## config.mk

```make
export PLATFORM = sky130hd
export DESIGN_NAME = recomp_result_collector
export DESIGN_NICKNAME = d
export VERILOG_FILES = /design/src/rtl/recomp_result_collector.sv
export SDC_FILE = /design/constraint.sdc
export NUM_CORES = 1
export LEC_CHECK = 0
export ABC_CLOCK_PERIOD_IN_PS = 5200
export CAP_MARGIN = 0
export CORE_MARGIN = 4
export CORE_UTILIZATION = 59
export CTS_CLUSTER_SIZE = 25
export DETAILED_ROUTE_END_ITERATION = 10
export PLACE_DENSITY = 0.88
export SETUP_SLACK_MARGIN = 0.1
export SKIP_CTS_REPAIR_TIMING = 1
export SYNTH_ARGS = -nofsm -noshare
export SYNTH_HDL_FRONTEND = slang
export SYNTH_SLANG_ARGS = --single-unit
```

## constraint.sdc

```tcl
create_clock -name clk -period 5.2 [get_ports clk]
set_input_delay 0.52 -clock clk [delete_from_list [all_inputs] [get_ports clk]]
set_output_delay 0.52 -clock clk [all_outputs]
set_load 0.03 [all_outputs]
```

## src/rtl/recomp_result_collector.sv

```systemverilog
// recomp_result_collector
//   Last stage of the two-digit mixed-radix recomposition pipeline
//   (moduli MOD0 = 65536, MOD1 = 78125). The recomposition chain in front
//   of this block has a fixed latency and no valid or stall signal of its own.
//   This block keeps a RECOMP_LAT-deep copy of in_valid so it knows which
//   cycles carry real digits. It captures those digits, converts the pair
//   to a signed two's-complement word, and buffers the result in a small
//   first-word-fallthrough FIFO.
//
// Ports
//   clk          clock
//   rst_n        synchronous reset, active low
//   in_valid     digits were launched into the recomposition chain this cycle
//   norm_dig_0_  recomposed digit mod MOD0 (valid RECOMP_LAT cycles after in_valid)
//   norm_dig_1_  recomposed digit mod MOD1 (valid RECOMP_LAT cycles after in_valid)
//   out_valid    out_data holds a result
//   out_ready    consumer accepts out_data this cycle
//   out_data     signed result, OUT_WIDTH bits
//   out_err      range-error tag travelling with out_data
//   fifo_level   FIFO occupancy, 0..FIFO_DEPTH
//   overflow     sticky: a result was dropped because the FIFO was full
//   drop_count   saturating count of dropped results
//
// Handshake: a word transfers on any cycle with out_valid && out_ready.
//   While out_valid && !out_ready, out_data and out_err hold their values.
//   out_valid drops only after a transfer, or on reset. Upstream cannot be
//   stalled, so a result that arrives while the FIFO is full and no word is
//   read in that cycle is dropped and counted.
//
// Optional build macro: RECOMP_RANGE_CHK_EN
//   When defined, each digit is compared against its modulus using its full
//   width. The resulting error flag is stored with the word and shown on
//   out_err. When not defined, out_err is 0 and the upper digit bits are
//   ignored.

module recomp_result_collector #(
   parameter int DATA_WIDTH = 18,
   parameter int RECOMP_LAT = 18,
   parameter int MOD0       = 65536,
   parameter int MOD1       = 78125,
   parameter int OUT_WIDTH  = 34,
   parameter int FIFO_DEPTH = 8
) (
   input  logic                          clk,
   input  logic                          rst_n,
   input  logic                          in_valid,
   input  logic [DATA_WIDTH-1:0]         norm_dig_0_,
   input  logic [DATA_WIDTH-1:0]         norm_dig_1_,
   output logic                          out_valid,
   input  logic                          out_ready,
   output logic [OUT_WIDTH-1:0]          out_data,
   output logic                          out_err,
   output logic [$clog2(FIFO_DEPTH):0]   fifo_level,
   output logic                          overflow,
   output logic [15:0]                   drop_count
);

   localparam int          D0W    = $clog2(MOD0);
   localparam int          D1W    = $clog2(MOD1);
   localparam int          AW     = $clog2(FIFO_DEPTH);
   localparam logic [63:0] M_L    = 64'(MOD0) * 64'(MOD1);
   localparam logic [63:0] HALF_M = M_L >> 1;

   // ---------------------------------------------------------------
   // Valid delay line. The bit vector is one bit wider than the line,
   // so the same code works when RECOMP_LAT is 1.
   // ---------------------------------------------------------------
   logic [RECOMP_LAT-1:0] vld_q;
   logic [RECOMP_LAT:0]   vld_d;
   logic                  v_d;

   assign vld_d = {vld_q, in_valid};
   assign v_d   = vld_q[RECOMP_LAT-1];

   always_ff @(posedge clk) begin
      if (!rst_n) vld_q <= '0;
      else        vld_q <= vld_d[RECOMP_LAT-1:0];
   end

   // ---------------------------------------------------------------
   // Capture and convert. V = d1*MOD0 + d0 is computed in 64 bits.
   // The upper half of the range folds to negative values: S = V - M.
   // Truncating the 64-bit difference to OUT_WIDTH gives the
   // sign-extended result.
   // ---------------------------------------------------------------
   logic [63:0]          v_val;
   logic [OUT_WIDTH-1:0] cap_data_d;
   logic [OUT_WIDTH-1:0] cap_data_q;
   logic                 cap_vld_q;

   always_comb begin
      v_val      = 64'(norm_dig_1_[D1W-1:0]) * 64'(MOD0) + 64'(norm_dig_0_[D0W-1:0]);
      cap_data_d = (v_val >= HALF_M) ? OUT_WIDTH'(v_val - M_L) : OUT_WIDTH'(v_val);
   end

   always_ff @(posedge clk) begin
      if (!rst_n) begin
         cap_vld_q  <= 1'b0;
         cap_data_q <= '0;
      end else begin
         cap_vld_q <= v_d;
         if (v_d) cap_data_q <= cap_data_d;
      end
   end

   // ---------------------------------------------------------------
   // Output FIFO (first-word fallthrough).
   // ---------------------------------------------------------------
   logic [OUT_WIDTH-1:0] mem_q [FIFO_DEPTH];
   logic [AW-1:0]        wr_ptr_q, rd_ptr_q;
   logic [AW:0]          count_q, count_d;
   logic                 overflow_q;
   logic [15:0]          drop_cnt_q, drop_cnt_d;
   logic                 full, rd_en, wr_en, drop;

   assign full  = (count_q == (AW+1)'(FIFO_DEPTH));
   assign rd_en = out_valid & out_ready;
   // When the FIFO is full, a read in the same cycle frees the slot that
   // the write then reuses.
   assign wr_en = cap_vld_q & (~full | rd_en);
   assign drop  = cap_vld_q & full & ~rd_en;

   always_comb begin
      count_d = count_q;
      case ({wr_en, rd_en})
         2'b10:   count_d = count_q + 1'b1;
         2'b01:   count_d = count_q - 1'b1;
         default: count_d = count_q;
      endcase
      drop_cnt_d = drop_cnt_q;
      if (drop && (drop_cnt_q != 16'hFFFF)) drop_cnt_d = drop_cnt_q + 16'd1;
   end

   always_ff @(posedge clk) begin
      if (!rst_n) begin
         wr_ptr_q   <= '0;
         rd_ptr_q   <= '0;
         count_q    <= '0;
         overflow_q <= 1'b0;
         drop_cnt_q <= '0;
      end else begin
         if (wr_en) wr_ptr_q <= wr_ptr_q + 1'b1;
         if (rd_en) rd_ptr_q <= rd_ptr_q + 1'b1;
         count_q    <= count_d;
         drop_cnt_q <= drop_cnt_d;
         if (drop) overflow_q <= 1'b1;
      end
   end

   // The storage array is not reset. out_data is forced to zero whenever
   // the FIFO is empty, so stale entries never appear on the output.
   always_ff @(posedge clk) begin
      if (wr_en) mem_q[wr_ptr_q] <= cap_data_q;
   end

   assign out_valid  = (count_q != '0);
   assign out_data   = out_valid ? mem_q[rd_ptr_q] : '0;
   assign fifo_level = count_q;
   assign overflow   = overflow_q;
   assign drop_count = drop_cnt_q;

`ifdef RECOMP_RANGE_CHK_EN
   logic                  cap_err_d, cap_err_q;
   logic [FIFO_DEPTH-1:0] err_mem_q;

   assign cap_err_d = (64'(norm_dig_0_) >= 64'(MOD0)) || (64'(norm_dig_1_) >= 64'(MOD1));

   always_ff @(posedge clk) begin
      if (!rst_n)   cap_err_q <= 1'b0;
      else if (v_d) cap_err_q <= cap_err_d;
   end

   always_ff @(posedge clk) begin
      if (wr_en) err_mem_q[wr_ptr_q] <= cap_err_q;
   end

   assign out_err = out_valid & err_mem_q[rd_ptr_q];
`else
   // Without the range check, the bits above each digit's modulus width
   // carry no meaning.
   logic unused_hi_bits;
   assign unused_hi_bits = ^{norm_dig_0_[DATA_WIDTH-1:D0W], norm_dig_1_[DATA_WIDTH-1:D1W]};
   assign out_err = 1'b0;
`endif

endmodule

```

### Word-level counts from Yosys, hierarchy flattened

Memory sizes are Yosys's and may differ from the RTL's. A register that Yosys moved wholly into a read port is not among the register bits.
Cells that the tools add are included.

| word-level totals | value |
|---|---|
| register bits | 80 |
| input port bits | 40 |
| memories kept | 1 |
| bits in writable memories | 272 |
| word-level logic and storage cells | 38 |

Memory list:

| memory | words | bits a word | rd ports | clocked after memory_dff | wr ports | RTL line | text |
|---|---|---|---|---|---|---|---|
| mem_q | 8 | 34 | 1 | 1 | 1 | 109 | `logic [OUT_WIDTH-1:0] mem_q [FIFO_DEPTH];` |

| cells by class | value |
|---|---|
| equality and inequality tests | 4 |
| bitwise gates (word level) | 7 |
| mux-type cells | 7 |
| add/sub/neg operators | 7 |
| order comparisons | 1 |
| reductions and logical operators | 3 |

Operator list:

| cell | number |
|---|---|
| two-way mux 34 bit | 2 |
| adder 33 x 16 -> 34 bit | 1 |
| >= comparator 34 x 32 -> 1 bit (second input constant) | 1 |
| subtractor 34 x 33 -> 34 bit (second input constant) | 1 |
| adder 16 x 1 -> 16 bit (second input constant) | 1 |
| != test 16 bit (second input constant) | 1 |
| one-hot mux 4 bit (2 select lines) | 1 |
| adder 3 x 1 -> 3 bit (second input constant) | 2 |
| two-way mux 3 bit | 2 |
| adder 4 x 1 -> 4 bit (second input constant) | 1 |
| bitwise AND 1 bit | 4 |
| equality test 4 bit (second input constant) | 1 |
| nonzero test 4 bit | 1 |
| subtractor 4 x 1 -> 4 bit (second input constant) | 1 |
| equality test 2 x 1 -> 1 bit (second input constant) | 1 |
| equality test 2 bit (second input constant) | 1 |
| two-way mux 1 bit | 2 |
| inverter 1 bit | 2 |
| nonzero test 2 bit | 1 |
| logical AND 1 bit | 1 |
| OR 1 bit | 1 |

### Logic depth before layout (Yosys ltp)

Gate-level depths: netlist (run 1).

| depth | value |
|---|---|
| depth in word-level cells | 6 |
| depth in mapped cells | 9 |

### Worst setup path before layout (run 1)

OpenSTA, ideal clock, no wires.

| timing | value |
|---|---|
| path type | register to register |
| start | reg count_q[0], in the netlist fifo_level[0] |
| end | mem mem_q[0][0] (enable) |
| cell stages (with the launch flop) | 5 |
| data arrival time | 3.515 ns |
| setup time | 0.468 ns |
| setup slack | 1.218 ns |
| period minus slack after synthesis | 3.982 ns |
| path through | dfxtp_1 -> or3_4 -> o21a_1 -> nand2b_1 -> nor3_1 |

| between the ends | value |
|---|---|
| cells in the longest elaborated chain, start to end | 6 |
| elaborated cells between the ends (all ways) | 8 |

RTL lines:

| element | RTL line | text |
|---|---|---|
| from (decl) | 111 | `logic [AW:0] count_q, count_d;` |
| from (signal assigned) | 144 | `count_q <= count_d;` |
| nonzero test 4 bit or equality test 4 bit (tied branches) | 156, 116 |  |
| bitwise AND 1 bit or inverter 1 bit (tied branches) | 117, 120 |  |
| OR 1 bit * | 120 | `assign wr_en = cap_vld_q & (~full \| rd_en);` |
| bitwise AND 1 bit * | 120 |  |
| two-way mux 1 bit * | 153 | `if (wr_en) mem_q[wr_ptr_q] <= cap_data_q;` |
| two-way mux 1 bit (implied by the code) * | 153 |  |
| to (decl) | 109 |  |

Mark *: on every way between the ends. The rest lies on a longest branch, timed or not.

==> implementation parameters, run 1 <==
Parameter                              Value

Outcome
  Outcome ... finished clean

GRT
  Number of antenna violations at the first check in global routing ... 1
  Overall Global Routing Usage ... 22.9%
  Vias in the first global route ... 8,268
  Pin count of the biggest net entering global routing ... 51
  Remaining global-route overflow ... 0
  Wire length of the first global-routing pass ... 46.8 mm

Worst setup path
  Endpoint class of the critical path ... primary output
  Cell-by-cell listing of the critical path ... buf_12, mux4_2, mux2i_1, nor2_1, clkdlybuf4s50_1
  Kind of critical path ... reg2out
  Crit path launch type ... register
  CP Data Arrival Time ... 3.33 ns
  Crit-path max FO ... 41
  Slowest stage cell, crit path ... dfxtp_4
  Max incr delay on CP ... 0.92 ns
  Required time reported for the critical path endpoint ... 4.68 ns
  Dominant delay contributor by cell family on the critical path ... buffers and inverters
  Sum of buffers and inverters on the critical path ... 2

CTS
  Maximum buffer depth of the clock tree ... 3
  Clock insertion delay at the later pin of the skew report ... 0.52 ns
  Level count of the clock H-tree ... 2
  Number of CTS-inserted buffers ... 36
  Clock slew at reported path FFs ... 0.06 ns
  Clock sink count ... 355
  TritonCTS clock tree ... built
  Cell at the root of the clock tree ... clkbuf_16

Floorplan
  Number of placement rows ... 56
  Die span in y ... 163 um
  Total Die Area ... 0.0266 mm^2
  Core area ... 0.0235 mm^2
  Initial core utilization ... 60.3%
  Die Wd ... 163 um
  # IOs ... 97

Synth
  Syn avg cell area ... 16.3 um^2
  Post-Syn Nets ... 917
  Distinct cell type count of the synthesized netlist ... 66
  Async set or reset register ratio after synthesis ... 0%
  Synth Cell Area ... 0.0142 mm^2
  Sequential share of the synthesized area ... 69.3%
  #FFs+latches synth ... 355
  Number of instances in the synthesized netlist ... 870
  Number of synthesis warnings ... 0
  Leading register cell type out of synthesis ... edfxtp_1
  Number of flops mapped to enable cells by yosys ... 272

Routing
  Post-detailed-route DRC marker count ... 0
  Routed wire length per instance ... 22.5 um
  First-pass DRT Iterations ... 5
  Per-cell via count in the routed design ... 6.16
  Initial detailed-routing violation count ... 701
  Post-Route WL ... 29.4 mm
  Total number of vias ... 8,056
  Number of nets with antenna violations after detailed routing ... 0
  Highest layer used for signal routing ... met5
  Detailed-routing wirelength on met1 ... 11.8 mm
  Amount of wire on met2 after detailed routing ... 14.7 mm
  Detailed route wirelength on metal3 ... 2.19 mm

Finish
  Most common cell after layout, fill and taps aside ... edfxtp_1
  Filler-free cell count of the finished design ... 1,308
  Commonest cells after routing, fill and taps aside ... 272 x edfxtp_1, 92 x clkdlybuf4s50_1, 90 x nor2_1
  Count of antenna diodes in the layout ... 0
  Share of cells above drive strength 1 ... 16.7%
  Net count reported at finish ... 1,008
  Synthesis-to-finish area growth ... 17.6%

Place
  Cell total after placement ... 1,242
  GP Congestion ... 0.817
  Post-place setup slack ... 1.86 ns
  IO Port Bufs ... 92
  DPL Wire Length ... 16.8 mm

Timing
  Relative slew slack ... 23.1%
  Final critical-path required period ... 3.85 ns
  Final clock period utilization by the worst path ... 74.0%
  Fmax ... 260 MHz
  Endpoints failing hold ... 0
  Setup repair after global routing missed its margin ... false
  Clock Skew ... 0.0160 ns
  Max-slew violation count ... 0
  Setup violators final ... 0
  Final WS setup ... 1.35 ns
  Slew at the pin closest to its max-slew limit ... 1.14 ns
  Fin Setup TNS ... 0 ns

Flow run
  MaxCap Viol Count ... 0

Power
  Peak VDD IR ... 0.253 mV
  Total Power Consumption ... 6.13 mW
  Leakage power of the design ... 5.57 nW
  Power density normalized to cell area ... 367 mW/mm^2

Min path
  Worst hold path class ... reg2reg
==> worst paths after layout <==
kind	endpoint	slack, ns	cells past startpoint	from
max reg2reg	mem_q[4][28]	2.41	5	fifo_level[1]
min reg2reg	vld_q[1]	0.43	1	vld_q[0]
max	out_data[6]	1.35	5	register
min	vld_q[1]	0.43	1	vld_q[0]
==> state kept, by name, indices dropped and copies added, names as in the netlist, named ones only <==
name / count
cap_data_q: 34
cap_vld_q: 1
drop_count: 16
fifo_level: 4
mem_q: 272
overflow: 1
rd_ptr_q: 3
vld_q: 18
wr_ptr_q: 3
==> report_power, final <==
part           internal (mW)  switching (mW)  total, mW
Combinational          0.220           0.271      0.491
Sequential              3.01          0.0240       3.04
Clock                   1.56            1.04       2.60
==> worst register-to-register path, stage by stage (launching register included) <==
cell      delay, ns
dfxtp_1        0.49
or3_4          0.21
o21a_1         0.28
nand2b_1       0.30
nor2_4         0.82
buf_4          0.36
==> cell type report <==
class | count | area [um^2]
Sequential cell | 355 | 9840
Fill cell | 1466 | 6860
Multi-Input combinational cell | 450 | 4140
Clock buffer | 53 | 1090
Timing Repair Buffer | 107 | 1050
Tap cell | 319 | 399
Clock inverter | 13 | 133
Inverter | 11 | 41.3
==> metrics by stage <==
step	util, %	hold slack (ns)	instance area, um^2
after floorplan	-	0.412	14200
after global placement	65.7	0.416	15500
after detailed placement	65.7	0.422	15500
after CTS	70.9	0.435	16700
after global routing	70.9	0.447	16700
final	70.9	0.432	16700
==> kinds of logic after synthesis <==
group	count (synthesis)	synth area share, %
compound gates	86	4.82
flops	355	69.3
fa+ha+maj	7	0.617
xor+xnor	20	1.23
simple gates	214	7.42
mux	122	14.6
other cells	1	0.0264
buf+inv	65	2.01
==> Yosys cell counts (11+ instances only) <==
cell type  instances  area (um^2)
xnor2_1           15          131
edfxtp_1         272         8170
nand3_1           14         70.1
mux2i_1           54          541
o21ai_0           15         75.1
nand2_1           21         78.8
clkbuf_1          35          131
dfxtp_1           83         1660
mux4_2            68         1530
and2_1            21          131
inv_1             11         41.3
nor3_1            16         80.1
nor2_1            97          364
nand2b_1          12         75.1
==> per-layer routing <==
metal | global-route usage (%) | vias to the layer above
li1 | - | 3579
met1 | 31.5 | 4067
met2 | 37.8 | 349
met3 | 4.95 | 59
met4 | 5.99 | 2
met5 | 0 | -
(Power assumes the default switching activity.)
==> run 2: changes to the inputs <==
--- a/config.mk
+++ b/config.mk
@@ -5,7 +5,7 @@
 export SDC_FILE = /design/constraint.sdc
 export NUM_CORES = 1
 export LEC_CHECK = 0
-export ABC_CLOCK_PERIOD_IN_PS = 5200
+export ABC_CLOCK_PERIOD_IN_PS = 4000
 export CAP_MARGIN = 0
 export CORE_MARGIN = 4
 export CORE_UTILIZATION = 59
==> constraint.sdc (replaced) <==
create_clock -name clk -period 4 [get_ports clk]
set_input_delay 0.4 -clock clk [delete_from_list [all_inputs] [get_ports clk]]
set_output_delay 0.4 -clock clk [all_outputs]
set_load 0.03 [all_outputs]
==> implementation parameters, run 2 (synthesis gave the netlist of run 1 again) <==
Parameter                              Value

Outcome
  Outcome ... finished clean (unchanged)

Timing
  Final critical-path required period ... 3.40 ns
  Fmax ... 295 MHz
  Clock Skew ... 0.0179 ns (was 0.0160 ns)
  Setup violators final ... 0 (unchanged)
  Setup repair after global routing missed its margin ... false (unchanged)
  Relative slew slack ... 25.3% (was 23.1%)
  Final clock period utilization by the worst path ... 84.9%
  Max-slew violation count ... 0 (unchanged)
  Fin Setup TNS ... 0 ns (unchanged)
  Final WS setup ... 0.605 ns (was 1.35 ns)
  Slew at the pin closest to its max-slew limit ... 1.11 ns (was 1.14 ns)
  Endpoints failing hold ... 0 (unchanged)

Routing
  Per-cell via count in the routed design ... 6.13 (was 6.16)
  First-pass DRT Iterations ... 5 (unchanged)
  Routed wire length per instance ... 22.9 um (was 22.5 um)
  Initial detailed-routing violation count ... 660 (was 701)
  Number of nets with antenna violations after detailed routing ... 0 (unchanged)
  Post-detailed-route DRC marker count ... 0 (unchanged)
  Post-Route WL ... 29.9 mm (was 29.4 mm)
  Total number of vias ... 8,029 (was 8,056)

CTS
  Maximum buffer depth of the clock tree ... 3 (unchanged)
  Clock insertion delay at the later pin of the skew report ... 0.52 ns (about the same)
  Number of CTS-inserted buffers ... 36 (unchanged)
  Level count of the clock H-tree ... 2 (unchanged)
  TritonCTS clock tree ... built (unchanged)
  Cell at the root of the clock tree ... clkbuf_16 (unchanged)
  Clock sink count ... 355 (unchanged)
  Clock slew at reported path FFs ... 0.06 ns (about the same)

Floorplan
  Total Die Area ... 0.0266 mm^2 (unchanged)
  Initial core utilization ... 60.3% (unchanged)
  Core area ... 0.0235 mm^2 (unchanged)
  # IOs ... 97 (unchanged)
  Number of placement rows ... 56 (unchanged)
  Die Wd ... 163 um (unchanged)
  Die span in y ... 163 um (unchanged)

Place
  Post-place setup slack ... 1.05 ns (was 1.86 ns)
  IO Port Bufs ... 92 (unchanged)
  GP Congestion ... 0.842 (was 0.817)
  DPL Wire Length ... 16.7 mm (was 16.8 mm)

Worst setup path
  Crit-path max FO ... 22 (was 41)
  Max incr delay on CP ... 0.63 ns (was 0.92 ns)
  Required time reported for the critical path endpoint ... 3.60 ns (was 4.68 ns)
  Cell-by-cell listing of the critical path ... buf_4, mux4_2, mux2i_1, nor2_1, clkdlybuf4s50_1 (was buf_12, mux4_2, mux2i_1, nor2_1, clkdlybuf4s50_1)
  CP Data Arrival Time ... 3.00 ns (was 3.33 ns)
  Slowest stage cell, crit path ... dfxtp_4 (unchanged)
  R2r startpoint ... fifo_level[3] (was fifo_level[1])
  Crit path launch type ... register (unchanged)
  Kind of critical path ... reg2out (unchanged)
  Endpoint class of the critical path ... primary output (unchanged)

GRT
  Wire length of the first global-routing pass ... 47.1 mm (was 46.8 mm)
  Pin count of the biggest net entering global routing ... 46 (was 51)
  Overall Global Routing Usage ... 23.2% (was 22.9%)
  Number of antenna violations at the first check in global routing ... 0 (was 1)
  Remaining global-route overflow ... 0 (unchanged)
  Vias in the first global route ... 8,191 (was 8,268)

Power
  Power density normalized to cell area ... 465 mW/mm^2 (was 367 mW/mm^2)
  Peak VDD IR ... 0.287 mV (was 0.253 mV)
  Leakage power of the design ... 5.54 nW (was 5.57 nW)
  Total Power Consumption ... 7.76 mW (was 6.13 mW)

Min path
  Worst hold path class ... reg2reg (unchanged)
  Origin of the worst min-delay path ... vld_q[1] (was vld_q[0])

Flow run
  MaxCap Viol Count ... 0 (unchanged)

Finish
  Share of cells above drive strength 1 ... 16.3% (was 16.7%)
  Register with the most flip-flops ... mem_q (unchanged)
  Net count reported at finish ... 1,010 (was 1,008)
  Synthesis-to-finish area growth ... 17.6% (about the same)
  Leading registers by flop count ... mem_q (272), cap_data_q (34), vld_q (18) (unchanged)
  Largest register FFs ... 272 (unchanged)
  Count of antenna diodes in the layout ... 0 (unchanged)
  Commonest cells after routing, fill and taps aside ... 272 x edfxtp_1, 92 x clkdlybuf4s50_1, 90 x nor2_1 (unchanged)
  Most common cell after layout, fill and taps aside ... edfxtp_1 (unchanged)
  Final Util ... 70.9% (about the same)
run 2: cell types whose count changed in the layout (fill, tap and decap cells not counted):
cell and change:
buf_12 +6, clkbuf_8 -5, buf_4 -4, clkinv_1 +4, clkinv_2 +3, nor3_2 -2, nor3_4 +2, bufinv_16 -1
clkbuf_1 +1, clkbuf_16 -1, clkinv_4 -1, clkinvlp_2 +1, clkinvlp_4 -1
run 2: final cells by class:
| class | instances | area [um^2] |
|---|---|---|
| fillers | 1492 | 6860 |
| multi-input cells | 450 | 4160 |
| well taps | 319 | 399 |
| clock inverters | 18 | 121 |
| repair buffers | 109 | 1140 |
| clock buffers | 48 | 997 |
| inverters | 11 | 41.3 |
| flip-flops and latches | 355 | 9840 |
run 2: report_power, final:
part           total, mW  switching (mW)  internal [mW]
sequential          3.94          0.0196           3.92
clock               3.17            1.34           1.83
combinational      0.656           0.368          0.288
run 2: per-layer routing:
metal / global-route usage, % / routed length (um) / up-vias
li1: - / - / 3587
met1: 32.5 / 12000 / 4043
met2: 38.7 / 15200 / 352
met3: 3.56 / 2230 / 47
met4: 6.25 / 587 / 0
met5: 0 / 0 / -
run 2: path summary, 6_finish.rpt:
| path | to | cells after the start | slack (ns) |
|---|---|---|---|
| setup / recovery | out_data[15] | 5 | 0.60 |
| hold / removal | vld_q[2] | 1 | 0.43 |
| setup reg to reg | fifo_level[2] | 8 | 1.37 |
| hold reg to reg | vld_q[2] | 1 | 0.43 |
run 2: stage by stage:
step,cell area (um^2),hold WS (ns),std cells
final,16700,0.434,1310
after global placement,15600,0.416,1244
after global routing,16700,0.453,1310
after CTS,16700,0.435,1310
after floorplan,14200,0.412,870
after detailed placement,15600,0.420,1244
run 2: worst max-delay path, delay by kind of cell (launching register included):
| family | cells | cell delay, ns |
|---|---|---|
| buf+inv | 2 | 1.01 |
| flops | 1 | 0.63 |
| mux | 2 | 0.73 |
| simple gates | 1 | 0.09 |
==> run 3: changes to the inputs <==
--- a/config.mk
+++ b/config.mk
@@ -5,7 +5,7 @@
 export SDC_FILE = /design/constraint.sdc
 export NUM_CORES = 1
 export LEC_CHECK = 0
-export ABC_CLOCK_PERIOD_IN_PS = 4000
+export ABC_CLOCK_PERIOD_IN_PS = 3600
 export CAP_MARGIN = 0
 export CORE_MARGIN = 4
 export CORE_UTILIZATION = 59
==> constraint.sdc (replaced) <==
create_clock -name clk -period 3.6 [get_ports clk]
set_input_delay 0.36 -clock clk [delete_from_list [all_inputs] [get_ports clk]]
set_output_delay 0.36 -clock clk [all_outputs]
set_load 0.03 [all_outputs]
==> implementation parameters, run 3 (synthesis gave the netlist of run 1 again) <==
Parameter                              Value

Routing
  Post-detailed-route DRC marker count ... 0 (unchanged)
  First-pass DRT Iterations ... 5 (unchanged)
  Number of nets with antenna violations after detailed routing ... 0 (unchanged)
  Total number of vias ... 8,058 (was 8,029)
  Per-cell via count in the routed design ... 6.17 (was 6.13)
  Routed wire length per instance ... 23.1 um (was 22.9 um)
  Initial detailed-routing violation count ... 611 (was 660)
  Post-Route WL ... 30.2 mm (was 29.9 mm)

CTS
  Clock sink count ... 355 (unchanged)
  Number of CTS-inserted buffers ... 35 (was 36)
  Maximum buffer depth of the clock tree ... 3 (unchanged)
  Clock slew at reported path FFs ... 0.06 ns (about the same)
  Clock insertion delay at the later pin of the skew report ... 0.51 ns (was 0.52 ns)
  Cell at the root of the clock tree ... clkbuf_16 (unchanged)
  Level count of the clock H-tree ... 2 (unchanged)
  TritonCTS clock tree ... built (unchanged)

Outcome
  Outcome ... finished clean (unchanged)

Min path
  Worst hold path class ... reg2reg (unchanged)
  Origin of the worst min-delay path ... vld_q[4] (was vld_q[1])
  Hold path cells ... 1 (unchanged)
  Destination of the worst hold path ... vld_q[5] (was vld_q[2])

Finish
  Final-layout fill cell count ... 1,466 (was 1,492)
  Cell area after layout ... 0.0167 mm^2 (about the same)
  Synthesis-to-finish area growth ... 17.8% (was 17.6%)
  Net count reported at finish ... 1,009 (was 1,010)
  Largest register FFs ... 272 (unchanged)
  Leading registers by flop count ... mem_q (272), cap_data_q (34), vld_q (18) (unchanged)
  Count of antenna diodes in the layout ... 0 (unchanged)
  Register with the most flip-flops ... mem_q (unchanged)
  Most common cell after layout, fill and taps aside ... edfxtp_1 (unchanged)
  Share of cells above drive strength 1 ... 16.6% (was 16.3%)
  Commonest cells after routing, fill and taps aside ... 272 x edfxtp_1, 92 x clkdlybuf4s50_1, 90 x nor2_1 (unchanged)

GRT
  Number of antenna violations at the first check in global routing ... 0 (unchanged)
  Wire length of the first global-routing pass ... 47.2 mm (was 47.1 mm)
  Remaining global-route overflow ... 0 (unchanged)
  Vias in the first global route ... 8,198 (was 8,191)
  Overall Global Routing Usage ... 23.3% (was 23.2%)
  Pin count of the biggest net entering global routing ... 69 (was 46)

Floorplan
  Total Die Area ... 0.0266 mm^2 (unchanged)
  Die span in y ... 163 um (unchanged)
  Number of placement rows ... 56 (unchanged)
  Initial core utilization ... 60.3% (unchanged)
  Core area ... 0.0235 mm^2 (unchanged)
  # IOs ... 97 (unchanged)
  Die Wd ... 163 um (unchanged)

Timing
  Fin Setup TNS ... 0 ns (unchanged)
  Relative slew slack ... 25.7% (was 25.3%)
  Setup repair after global routing missed its margin ... false (unchanged)
  Setup violators final ... 0 (unchanged)
  Fmax ... 299 MHz
  Max-slew violation count ... 0 (unchanged)
  Endpoints failing hold ... 0 (unchanged)
  Final critical-path required period ... 3.34 ns
  Clock Skew ... 0.0175 ns (was 0.0179 ns)
  Final clock period utilization by the worst path ... 92.8%
  Slew at the pin closest to its max-slew limit ... 1.11 ns (about the same)
  Hold Worst Slack ... 0.430 ns (was 0.434 ns)

Worst setup path
  Worst reg-to-reg path cell count ... 5 (was 8)
  Dominant delay contributor by cell family on the critical path ... buffers and inverters (unchanged)
  FF-to-FF End ... mem_q[0][13] (was fifo_level[2])
  Worst reg-to-reg setup slack ... 1.19 ns (was 1.37 ns)
  Crit-path max FO ... 30 (was 22)
  R2r startpoint ... fifo_level[1] (was fifo_level[3])
  Slowest stage cell, crit path ... clkdlybuf4s50_1 (was dfxtp_4)
  Kind of critical path ... reg2out (unchanged)
  Sum of buffers and inverters on the critical path ... 2 (unchanged)
  Max incr delay on CP ... 0.64 ns (was 0.63 ns)
  Required time reported for the critical path endpoint ... 3.24 ns (was 3.60 ns)
  Cell-by-cell listing of the critical path ... buf_12, mux4_2, mux2i_1, nor2_1, clkdlybuf4s50_1 (was buf_4, mux4_2, mux2i_1, nor2_1, clkdlybuf4s50_1)
  CP Data Arrival Time ... 2.98 ns (was 3.00 ns)
  Crit path launch type ... register (unchanged)
  Endpoint class of the critical path ... primary output (unchanged)

Power
  Power density normalized to cell area ... 524 mW/mm^2 (was 465 mW/mm^2)
  Leakage power of the design ... 5.56 nW (was 5.54 nW)
  Peak VDD IR ... 0.301 mV (was 0.287 mV)

Place
  GP Congestion ... 0.843 (was 0.842)
  Cell area after placement ... 0.0156 mm^2 (about the same)
  IO Port Bufs ... 92 (unchanged)
  DPL Wire Length ... 16.7 mm (about the same)

Flow run
  MaxCap Viol Count ... 0 (unchanged)
run 3: through the flow:
step / setup WS (ns) / util, % / std cells / total power [mW]
global placement: 0.801 / 66.1 / 1244 / 5.19
floorplan: 0.528 / - / 870 / 4.90
finish: 0.260 / 71.0 / 1307 / 8.76
global route: 0.110 / 71.0 / 1307 / 9.04
detailed placement: 0.671 / 66.1 / 1244 / 5.20
CTS: 0.191 / 71.0 / 1307 / 8.83
run 3: cell type report:
class	count	area [um^2]	area share, %
timing repair buffer	109	1120	6.72
inverter	11	41.3	0.247
tap	319	399	2.39
clock inverter	13	128	0.764
multi-input combinational	450	4160	24.9
clock buffer	50	1030	6.16
sequential	355	9840	58.9
run 3: per-layer routing:
metal | track usage (%) | up-vias | share of wire [%]
met5 | 0 | - | 0
met2 | 38.1 | 376 | 49
li1 | - | 3563 | -
met4 | 7.13 | 0 | 2.4
met1 | 32.3 | 4063 | 40
met3 | 4.44 | 56 | 8.0
run 3: worst reg2reg max path, delay by kind of cell, from the launching register on:
kind	cells	cell delay (ns)
flip-flops	1	0.50
AO/OA/AOI/OAI	1	0.27
buffers and inverters	1	0.53
AND/OR/NAND/NOR	3	0.74
run 3: worst max-delay path by stage:
stage,depth (start not counted),startpoint,slack (ns),endpoint
after floorplan,4,fifo_level[0],0.53,mem_q[2][0]
after global placement,6,norm_dig_1_[3],0.80,cap_data_q[33]
after detailed placement,8,norm_dig_1_[0],0.67,cap_data_q[21]
after CTS,5,register,0.19,out_data[31]
after global routing,5,register,0.11,out_data[31]
final,5,register,0.26,out_data[31]
run 3: power by group:
part	switching [mW]	internal (mW)	total, mW
registers	0.0196	4.35	4.37
clock network	1.50	2.15	3.65
logic	0.415	0.324	0.739
